==> config.mk <==
export PLATFORM = sky130hd
export DESIGN_NAME = sdp_fifo_ctrl
export DESIGN_NICKNAME = d
export VERILOG_FILES = /design/src/rtl/sdp_fifo_ctrl.sv
export SDC_FILE = /design/constraint.sdc
export NUM_CORES = 1
export LEC_CHECK = 0
export ABC_AREA = 1
export CORE_MARGIN = 8
export CORE_UTILIZATION = 35
export CTS_BUF_LIST = sky130_fd_sc_hd__clkbuf_16
export DETAILED_ROUTE_END_ITERATION = 6
export PLACE_DENSITY = 0.62
export SYNTH_ARGS = -nofsm -noshare
export SYNTH_HDL_FRONTEND = slang
export SYNTH_SLANG_ARGS = --single-unit
==> constraint.sdc <==
create_clock -name clk -period 8.23 [get_ports clk]
set_input_delay 0.823 -clock clk [delete_from_list [all_inputs] [get_ports clk]]
set_output_delay 0.823 -clock clk [all_outputs]
set_load 0.02 [all_outputs]
==> src/rtl/sdp_fifo_ctrl.sv <==
// FIFO controller for an external simple dual-port RAM with 1-cycle registered read and a 2-entry FWFT output stage.
// Define SDP_FIFO_CTRL_ALMOST_EN to add registered almost_full/almost_empty flags (AF_THR/AE_THR).
module sdp_fifo_ctrl #(
    parameter int DW    = 8,
    parameter int WORDS = 256
`ifdef SDP_FIFO_CTRL_ALMOST_EN
    ,
    parameter int AF_THR = WORDS - 2,
    parameter int AE_THR = 2
`endif
) (
    input  logic                       clk,
    input  logic                       rst_n,
    input  logic [DW-1:0]              in_data,
    input  logic                       in_valid,
    output logic                       in_ready,
    output logic [DW-1:0]              out_data,
    output logic                       out_valid,
    input  logic                       out_ready,
    output logic [$clog2(WORDS)-1:0]   ram_waddr,
    output logic                       ram_we,
    output logic [DW-1:0]              ram_wdata,
    output logic [$clog2(WORDS)-1:0]   ram_raddr,
    input  logic [DW-1:0]              ram_rdata,
    output logic [$clog2(WORDS+3)-1:0] level
`ifdef SDP_FIFO_CTRL_ALMOST_EN
    ,
    output logic                       almost_full,
    output logic                       almost_empty
`endif
);
    localparam int AW = $clog2(WORDS);
    localparam int CW = $clog2(WORDS + 1);
    localparam int LW = $clog2(WORDS + 3);
    localparam logic [CW-1:0] MEM_FULL = CW'(WORDS);

    logic [AW-1:0] wptr_q, rptr_q;
    logic [CW-1:0] mem_cnt_q, mem_cnt_d;
    logic          inflight_q, inflight_d;
    logic [1:0]    stg_cnt_q, stg_cnt_d, stg_left, stg_busy;
    logic [DW-1:0] head_q, head_d, skid_q, skid_d;
    logic [LW-1:0] level_q, level_d;
    logic          push, pop, issue;

    // Input side: RAM write port driven straight from the stream
    assign in_ready  = rst_n & (mem_cnt_q < MEM_FULL);
    assign push      = in_valid & in_ready;
    assign ram_we    = push;
    assign ram_waddr = wptr_q;
    assign ram_wdata = in_data;

    // Read issue: keep staged + in-flight words at most 2 so a capture always has a free slot
    assign out_valid = (stg_cnt_q != 2'd0);
    assign pop       = out_valid & out_ready;
    assign stg_left  = stg_cnt_q - {1'b0, pop};
    assign stg_busy  = stg_left + {1'b0, inflight_q};
    assign issue     = (mem_cnt_q != '0) & (stg_busy < 2'd2);
    assign ram_raddr = rptr_q;

    assign inflight_d = issue;
    assign stg_cnt_d  = stg_busy;

    always_comb begin
        mem_cnt_d = mem_cnt_q;
        if (push && !issue) begin
            mem_cnt_d = mem_cnt_q + CW'(1);
        end else if (!push && issue) begin
            mem_cnt_d = mem_cnt_q - CW'(1);
        end
    end

    // Output stage: pop shifts skid to head, then the captured word fills the first free slot
    always_comb begin
        head_d = head_q;
        skid_d = skid_q;
        if (pop) begin
            head_d = skid_q;
        end
        if (inflight_q) begin
            if (stg_left == 2'd0) begin
                head_d = ram_rdata;
            end else begin
                skid_d = ram_rdata;
            end
        end
    end

    assign level_d  = LW'(mem_cnt_d) + LW'(inflight_d) + LW'(stg_cnt_d);
    assign level    = level_q;
    assign out_data = head_q;

    always_ff @(posedge clk or negedge rst_n) begin
        if (!rst_n) begin
            wptr_q     <= '0;
            rptr_q     <= '0;
            mem_cnt_q  <= '0;
            inflight_q <= 1'b0;
            stg_cnt_q  <= 2'd0;
            head_q     <= '0;
            skid_q     <= '0;
            level_q    <= '0;
        end else begin
            if (push) begin
                wptr_q <= wptr_q + AW'(1);
            end
            if (issue) begin
                rptr_q <= rptr_q + AW'(1);
            end
            mem_cnt_q  <= mem_cnt_d;
            inflight_q <= inflight_d;
            stg_cnt_q  <= stg_cnt_d;
            head_q     <= head_d;
            skid_q     <= skid_d;
            level_q    <= level_d;
        end
    end

`ifdef SDP_FIFO_CTRL_ALMOST_EN
    always_ff @(posedge clk or negedge rst_n) begin
        if (!rst_n) begin
            almost_full  <= 1'b0;
            almost_empty <= 1'b1;
        end else begin
            almost_full  <= (level_d >= LW'(AF_THR));
            almost_empty <= (level_d <= LW'(AE_THR));
        end
    end
`endif

endmodule

Word-level counts from Yosys, hierarchy flattened
Index checks and enable logic that the tools add are counted.
Storage, ports and cells
  output and inout bits: 44
  register bits after elaboration: 53
  input port bits: 20
  logic and storage cells: 36
Cells by class
  $lt $le $gt $ge: 2
  bitwise operators: 5
  reductions and logical operators: 8
  multiplexer cells: 5
  add/subtract/negate cells: 8
Operators by type and width (count)
  two-way mux 8 bit: 3
  two-way mux 9 bit: 2
  adder 8 x 1 -> 8 bit, second input constant: 2
  adder 9 x 1 -> 9 bit: 1
  adder 9 x 1 -> 9 bit, second input constant: 1
  adder 9 x 2 -> 9 bit: 1
  < comparator 9 bit, second input constant: 1
  nonzero test 9 bit: 1
  subtractor 9 x 1 -> 9 bit, second input constant: 1
  bitwise AND 1 bit: 4
  adder 2 x 1 -> 2 bit: 1
  logical AND 1 bit: 2
  zero test 1 bit: 2
  zero test 2 bit: 1
  < comparator 2 bit, second input constant: 1
  AND reduction 2 bit: 1
  nonzero test 2 bit: 1
  subtractor 2 x 1 -> 2 bit: 1
  inverter 1 bit: 1

Longest topological paths before layout
  word-level depth: 11
  mapped depth: 24
  gate-level depth less buffers: 24

Worst setup path after synthesis
Ideal clock, no wire load.
  path type: input to register
  start point: input out_ready
  end point: register level_q[8], in the netlist level[8]
  library setup time: 0.117 ns
  required time: 8.113 ns
  cell stages on the path: 22
  path buffers: 0
  data arrival time: 3.863 ns
  setup slack: 4.250 ns
  cell sequence: nand2_1 > clkinv_1 > ha_1 > inv_1 > ha_1 > inv_1 > nand3_1 > nand2_1 > nor2_4 > nor2_8 > inv_4 > nand2_1 > xor2_1 > inv_1 > fa_1 > fa_1 > inv_1 > nand3_2 > nor2_4 > nand3_1 > nand2_1 > nand2_1
Between the ends
  word-level cells in the longest chain between the ends: 10
  elaborated cells between the ends (all ways): 12
  classes of those cells: add/sub: 4; order compare: 1; mux: 2; bitwise: 2; reduce/logical: 3
Ends and longest elaborated chain
  from (decl): line 19  | input logic out_ready,
  bitwise AND 1 bit (*): line 54  | assign pop = out_valid & out_ready;
  subtractor 2 x 1 -> 2 bit (*): line 55  | assign stg_left = stg_cnt_q - {1'b0, pop};
  adder 2 x 1 -> 2 bit (*): line 56  | assign stg_busy = stg_left + {1'b0, inflight_q};
  net stg_busy[1]: line 40  | logic [1:0] stg_cnt_q, stg_cnt_d, stg_left, stg_busy;
  < comparator 2 bit (*): line 57  | assign issue = (mem_cnt_q != '0) & (stg_busy < 2'd2);
  bitwise AND 1 bit (*): line 57
  net inflight_d: line 39  | logic inflight_q, inflight_d;
  logical AND 1 bit or zero test 1 bit (tied branches): line 67, 65
  two-way mux 9 bit or logical AND 1 bit (tied branches): line 67, 65
  two-way mux 9 bit (*): line 65  | if (push && !issue) begin
  net mem_cnt_d[0]: line 38  | logic [CW-1:0] mem_cnt_q, mem_cnt_d;
  adder 9 x 1 -> 9 bit (*): line 88  | assign level_d = LW'(mem_cnt_d) + LW'(inflight_d) + LW'(stg_cnt_d);
  adder 9 x 2 -> 9 bit (*): line 88
  net level_d[8]: line 42  | logic [LW-1:0] level_q, level_d;
  to (signal assigned): line 114  | level_q <= level_d;
  to (decl): line 42
Mark *: on every way through the listed nets, which the timed path passes. The rest lies on a longest branch.
A chain may end at the register's enable or synchronous reset.

Worst setup path after layout
Ends and elaborated chain as after synthesis.

==> flow_summary_export.csv <==
group,metric,value,unit
run_status,status,"finished, final reports clean",
sta,final-max-slew-violation-count,0,
sta,setup_slack,3.65,ns
floorplanning,io_pins,64,
place,pre_cts_slack,3.35,ns
final_layout,final_core_util,44.2,%
sta,setup_violations,0,
pwr,p_sw_share,46.5,%
floorplanning,dieHeight,108,µm
clock_tree,cts_resized,0,
pwr,p_total,1.73,mW
clock_tree,cts_buffers,5,
final_layout,instances_no_fill,489,
global_routing,grt_pass1_vias,2300,
final_layout,drive_above_1_share,12.8,%
final_layout,ff_latch_area,0.00133,mm²
clock_tree,clock_path_buffers,2,
worst_setup_path,critPathArrivalTime,4.76,ns
pwr,p_sw,0.804,mW
global_routing,grt_pass1_wl,11.1,mm
place,dp.cells,481,
final_layout,n_fill_cell,835,
route,drt-initial-drc-count,94,
floorplanning,die_w,108,µm
logic_synthesis,avgSynthCellArea,8.77,µm²
worst_setup_path,r2r_cells,24,
pwr,power_density,473,mW/mm²
place,dp.final_hpwl,4.83,mm
route,ant_nets,0,
sta,tightest_slew,0.675,ns
global_routing,gr-total-overflow,0,
logic_synthesis,synth_seq_cells,53,
global_routing,grt_usage,11.3,%
clock_tree,htree_levels,2,
logic_synthesis,synthTopCellsByArea,"dfrtp_1, nand2_1, xor2_1",
route,vias,2284,
worst_setup_path,path_class,"input port to register",
route,wl,6.19,mm
sta,fmax,218,MHz
sta,post-route-min-period,4.58,ns
final_layout,syn_to_final_growth,22.4,%
route,dr.pass1.iters,4,
sta,grt_setup_unrepaired,"no",
pwr,p_comb_share,59.5,%
global_routing,antenna_found_initial,0,
clock_tree,path_clk_slew,0.07,ns
logic_synthesis,syn_inst,340,
place,gp_congestion,0.837,
clock_tree,hold_buffers,0,
clock_tree,post-cts-setup-buffer-count,0,
floorplanning,start_util,36.1,%
floorplanning,core_area,0.00826,mm²
clock_tree,root_buffer,"clkbuf_16",
worst_setup_path,endpoint_kind,"register",
sta,finalHoldWorstSlack,0.469,ns
pwr,ir_drop,0.220,mV
logic_synthesis,synth_top_area_cell,"dfrtp_1",
flow_run,max_cap_violations,0,
sta,skew,0.00889,ns
logic_synthesis,yosysSeqAreaShare,44.5,%
route,wl_per_cell,12.7,µm
place,place.port_buffers,47,
clock_tree,worstSkewPairLatency,0.29,ns
worst_setup_path,required,8.41,ns
final_layout,stdcell_area,0.00365,mm²
route,viasPerCell,4.67,
clock_tree,clkSinkCount,53,
logic_synthesis,yosys_warnings,0,
clock_tree,cts_tree,"done",
sta,fin_crit_sh,55.6,%
route,drc,0,
logic_synthesis,netlist.area_leader.share,44.5,%
pwr,clockPowerShare,12.2,%
logic_synthesis,synthesis.nets,370,
pwr,p_int,0.924,mW
sta,hold_violations,0,
worst_setup_path,worst_setup_path_start_kind,"input port",
logic_synthesis,yosysUniqueCellTypes,34,
final_layout,fin_nets,413,
min_path,hp-class,"register to register",
final_layout,multiInputGateArea,0.00142,mm²
worst_setup_path,ff2ff_setup_slack,4.03,ns
floorplanning,rows,33,
logic_synthesis,syn_area,0.00298,mm²
worst_setup_path,critPathMaxFanout,9,
sta,maxSlewHeadroom,55.0,%
global_routing,grt_max_degree,55,
min_path,min_path_cells,1,
sta,tns,0,ns
final_layout,diodes,0,
place,place_area,0.00350,mm²
pwr,seq_power_share,28.3,%
floorplanning,die_area,0.0117,mm²
pwr,power_leakage,1.76,nW
==> power groups by stage <==
stage | clock network, mW | logic, mW | registers [mW]
3_5_place_dp | 0 | 1.04 | 0.495
2_1_floorplan | 0 | 0.668 | 0.553
4_1_cts | 0.216 | 1.05 | 0.491
5_1_grt | 0.228 | 1.17 | 0.509
6_report | 0.210 | 1.03 | 0.490
3_3_place_gp | 0 | 1.03 | 0.494
==> critical path, cell delays in order <==
cell and delay [ns]:
clkdlybuf4s50_1 0.40, nand2_1 0.26, clkinv_1 0.31, ha_1 0.35, inv_1 0.07, ha_1 0.18
inv_1 0.07, nand3_1 0.07, nand2_1 0.12, nor2_4 0.25, nor2_8 0.08, inv_4 0.10
nand2_1 0.08, xor2_1 0.18, inv_1 0.07, fa_1 0.40, fa_1 0.42, inv_1 0.08
nand3_2 0.09, nor2_4 0.14, nand3_1 0.09, nand2_1 0.06, nand2_1 0.04
==> registers in the layout (all words and copies together) (netlist names) <==
signal,cells
level,9
mem_cnt_q,9
out_data,8
ram_raddr,8
ram_waddr,8
skid_q,8
stg_cnt_q,2
inflight_q,1
==> path summary, 6_finish.rpt <==
path / from / end
max in group asynchronous: rst_n / mem_cnt_q[4]
min: ram_waddr[7] / ram_waddr[7]
max reg2reg: stg_cnt_q[1] / level[8]
min in group asynchronous: rst_n / ram_waddr[3]
min reg2reg: ram_waddr[7] / ram_waddr[7]
max: out_ready / level[8]
==> layer usage <==
layer  up-vias  global-route usage, %  wire length [µm]
li1       1157                      -                 -
met1      1079                   16.0              2940
met2        41                   17.3              2830
met3         7                   2.74               359
met4         0                   2.15                58
met5         -                      0                 0
==> cell type report <==
class	count	share of cell area (%)
clock inverters	3	0.686
multi-input cells	235	38.8
well taps	105	3.60
inverters	40	4.18
repair buffers	48	13.0
flip-flops and latches	53	36.3
clock buffers	5	3.43
==> cell families after synthesis <==
logic type | count (synthesis) | share of synthesized area, %
buffers and inverters | 52 | 8.05
adder cells (fa/ha/maj) | 10 | 4.70
flip-flops | 53 | 44.5
multiplexers | 8 | 3.02
XOR/XNOR | 24 | 7.05
AND/OR/NAND/NOR | 177 | 29.5
AO/OA/AOI/OAI | 16 | 3.23
==> cell usage after synthesis (all sizes together) <==
| master | instances |
|---|---|
| o21a | 1 |
| nand4 | 8 |
| ha | 8 |
| nand3 | 26 |
| nor2 | 36 |
| clkinv | 1 |
| fa | 2 |
| inv | 39 |
| nor3 | 3 |
| a21oi | 3 |
| a31oi | 8 |
| clkbuf | 1 |
| mux2 | 8 |
| nand3b | 3 |
| nor3b | 1 |
| xnor2 | 8 |
| buf | 11 |
| o21ai | 4 |
| nand2 | 100 |
| dfrtp | 53 |
| xor2 | 16 |
==> placed cells by master, fill, tap and decap left out, drive strengths merged, types with 5 or more instances in the layout <==
cell type / count
nand2: 100
nor2: 36
xor2: 16
dfrtp: 53
nand4: 8
clkbuf: 5
nand3: 26
inv: 40
mux2: 8
clkdlybuf4s50: 46
ha: 8
xnor2: 8
a31oi: 8
(Power assumes the default switching activity.)
==> RTL edit 1, RTL diff (same flow settings) <==
Change the parameter `DW` from 8 to 9.
--- a/src/rtl/sdp_fifo_ctrl.sv
+++ b/src/rtl/sdp_fifo_ctrl.sv
@@ -3,3 +3,3 @@
 module sdp_fifo_ctrl #(
-    parameter int DW    = 8,
+    parameter int DW    = 9,
     parameter int WORDS = 256
Interface: changed (resized in_data, out_data, ram_rdata and ram_wdata); port bits go from 64 to 68. No check against the original RTL was run, so the function may have changed too.
==> RTL edit 1 against the unedited design <==
Sequential cell count rose by 2; routed wire length rose by 7.3%; sequential power rose by 4%; clock power rose by 5%; critical path depth fell by 2; combinational power rose by 11%; cell area rose by 3.4%; cell count rose by 2.5%; synthesized area rose by 3.7%; setup slack improved by 120 ps; power rose by 8.4%; critical path type unchanged; critical endpoint unchanged; highest routed layer unchanged.
==> RTL edit 1: results (changes against the unedited design) <==
{| class="wikitable"
! Metric !! Value
|-
| Result of the run || completed
|-
| NumNets Final || 424 (+2.7%)
|-
| Number of detailed-routing iterations run before antenna repair || 5 (+1)
|-
| Cell count after placement || 493 (+2.5%)
|-
| Path depth of the worst reg2reg path || 22 (-8.3%)
|-
| Max Fanout on Critical Path || 10 (+1)
|-
| Start point of the worst min-delay path || ram_raddr[7]$_DFFE_PN0P_
|-
| Share of power burned in the clock network || 11.7% (-0.5 points)
|-
| Final non-filler cell total || 501 (+2.5%)
|-
| Via count of the first global-routing pass || 2391 (+4.0%)
|-
| Count of cell types in the netlist || 31 (-8.8%)
|-
| Routability cong. || 0.877 (+4.8%)
|-
| Portion of the post-synthesis area used by sequential elements || 44.5% (about the same)
|-
| Worst Skew || 3.98 ps (-4.91 ps)
|-
| Combinational logic power || 1.14 mW (+11%)
|-
| Cell-internal power || 0.989 mW (+7.0%)
|-
| Layout cells sized above 1 || 11.7% (-1.1 points)
|-
| Port buffer count || 49 (+4.3%)
|-
| Violation count after the first detailed-route iteration || 69 (-27%)
|-
| Maximum number of pins on one net before global-route repair || 57 (+3.6%)
|-
| Clock net power || 0.220 mW (+5%)
|-
| Tot GR Track Use || 11.7% (+0.40 points)
|-
| HPWL reported at the end of detailed placement || 5070 um (+5.1%)
|-
| Post-synthesis cell count || 348 (+2.4%)
|-
| Total length of routed wires || 6640 um (+7.3%)
|-
| Arr. time, crit path || 4650 ps (-110 ps)
|-
| Synthesized Nets || 380 (+2.7%)
|}
[RTL edit 1: worst max-delay path by stage]
stage                   start                  to  slack (ps)  cells past startpoint
detailed placement  out_ready  level[8]$_DFF_PN0_        3420                     22
global placement    out_ready  level[8]$_DFF_PN0_        3590                     22
finish              out_ready  level[8]$_DFF_PN0_        3770                     21
floorplan           out_ready  level[8]$_DFF_PN0_        4270                     21
CTS                 out_ready  level[8]$_DFF_PN0_        3730                     22
global route        out_ready  level[8]$_DFF_PN0_        3440                     21
[RTL edit 1: metal layers]
metal / track usage, % / wire length (um)
met1: 14.5 / 2960
met5: 0 / 0
met3: 2.91 / 426
met2: 19.6 / 3180
met4: 3.86 / 75
[RTL edit 1: area by class of cell]
| class | instances | area [um^2] |
|---|---|---|
| fillers | 848 | 4860 |
| multi-input cells | 236 | 1450 |
| flip-flops and latches | 55 | 1380 |
| repair buffers | 50 | 493 |
| inverters | 44 | 168 |
| well taps | 108 | 135 |
| clock buffers | 5 | 125 |
| clock inverters | 3 | 28.8 |
[RTL edit 1: through the flow]
| stage | worst slack (ps) | util [%] | area [um^2] | hold WS (ps) |
|---|---|---|---|---|
| finish | 3770 | 43.7 | 3770 | 478 |
| CTS | 3730 | 43.7 | 3770 | 479 |
| detailed placement | 3420 | 41.9 | 3620 | 469 |
| floorplan | 4270 | - | 3090 | 480 |
| global placement | 3590 | 41.9 | 3620 | 465 |
| global route | 3440 | 43.7 | 3770 | 515 |
[RTL edit 1: cells by family (layout without fill, tap and decap cells)]
logic type                 Yosys count  count (layout)  synth area share [%]
and+or+nand+nor                    174             174                  28.0
buffers and inverters               57             102                  8.70
DFF                                 55              55                  44.5
xor gates and xnor gates            26              26                  7.36
AOI/OAI and AO/OA                   17              17                  3.64
adders and majority gates           10              10                  4.53
muxes                                9               9                  3.28
==> RTL edit 2, RTL diff (config.mk and constraints unchanged) <==
Made on the original files. The output `level` loses its register stage (`level_q` becomes a continuous assignment).
--- a/src/rtl/sdp_fifo_ctrl.sv
+++ b/src/rtl/sdp_fifo_ctrl.sv
@@ -100,3 +100,2 @@
             skid_q     <= '0;
-            level_q    <= '0;
         end else begin
@@ -113,5 +112,6 @@
             skid_q     <= skid_d;
-            level_q    <= level_d;
         end
     end
+
+    assign level_q = level_d;
 
Behaviour: not the same (Yosys sat finds a counterexample within 4 cycles, from zero or initial values and one cycle with rst_n low).
==> RTL edit 2 against the unedited design <==
Cell count fell by 3.3%; setup slack worse by 1500 ps; first-iteration DRC count fell by 26%; clock skew shrank 4.2 ps; die area shrank 6.3%; cell area fell by 5.9%; routed wire length shrank 2.8%; synthesized area decreased by 7.4%; sequential cell count decreased by 9.
Power is left out: the tool's default activity adds up to more than one toggle a clock period on the data nets, which glitch-free logic cannot reach.
==> RTL edit 2: results (changes against the unedited design) <==
{| class="wikitable"
! Metric !! Value
|-
| NumNets Final || 400 (-3.1%)
|-
| Result of the run || completed
|-
| HPWL reported at the end of detailed placement || 4610 um (-4.6%)
|-
| Layout cells sized above 1 || 14.0% (+1.3 points)
|-
| Average routed wire per standard cell || 12.7 um (+0.48%)
|-
| Worst slew slack as a fraction of its limit || 61.9% (+6.9 points)
|-
| Violation count after the first detailed-route iteration || 70 (-26%)
|-
| Cell at the slowest stage of the critical path || sky130_fd_sc_hd__clkdlybuf4s50_1
|-
| Tightest hold margin || 471 ps (+2.26 ps)
|-
| Cell count after placement || 465 (-3.3%)
|-
| Global-route wire length before repair || 10600 um (-4.8%)
|-
| Total length of routed wires || 6010 um (-2.8%)
|-
| Tot GR Track Use || 11.3% (-0.087 points)
|-
| Cell types with the highest counts after synthesis || sky130_fd_sc_hd__nand2_1 (88), sky130_fd_sc_hd__dfrtp_1 (44), sky130_fd_sc_hd__inv_1 (35)
|-
| FF-to-FF End || ram_raddr[6]$_DFFE_PN0P_
|-
| Setup slack of the most critical reg-to-reg path || 5250 ps (+1220 ps)
|-
| Area added between synthesis and finish || 24.4%
|-
| Worst Skew || 4.73 ps (-4.16 ps)
|-
| FF+latch count || 44 (-17%)
|-
| Top achievable clock speed || 0.164 GHz (-25%)
|-
| Arr. time, crit path || 5280 ps (+520 ps)
|-
| Filler cell count || 786 (-5.9%)
|-
| Synthesized Nets || 357 (-3.5%)
|-
| Count of cell types in the netlist || 35 (+2.9%)
|-
| Maximum number of pins on one net before global-route repair || 46 (-16%)
|-
| Clock Network Area Fraction || 4.77% (+0.66 points)
|-
| Placed cell areas || 3270 um^2 (-6.5%)
|-
| Synth top area cells || sky130_fd_sc_hd__dfrtp_1 (40%), sky130_fd_sc_hd__nand2_1 (12%), sky130_fd_sc_hd__inv_1 (4.8%)
|-
| Routability cong. || 0.862 (+3.0%)
|-
| Layout multi-input combinational cell count || 228 (-3.0%)
|-
| Setup Slack @ Placement || 2140 ps (-1220 ps)
|}
==> RTL edit 2: layer usage <==
metal	routed length, um	share of wire (%)	global-route usage, %	vias up
li1	-	-	-	1106
met1	2840	47	14.3	1038
met2	2740	46	18.1	55
met3	372	6.2	3.56	7
met4	63	1.0	2.75	0
met5	0	0	0	-
==> RTL edit 2: logic make-up (layout without fill, tap and decap cells) <==
| logic type | count (synthesis) | after routing | share of synthesized area (%) |
|---|---|---|---|
| DFF | 44 | 44 | 39.9 |
| adders and majority gates | 10 | 10 | 5.07 |
| buffers and inverters | 55 | 99 | 9.15 |
| and+or+nand+nor | 170 | 170 | 31.6 |
| muxes | 8 | 8 | 3.26 |
| AOI/OAI and AO/OA | 16 | 16 | 3.49 |
| xor gates and xnor gates | 24 | 24 | 7.61 |
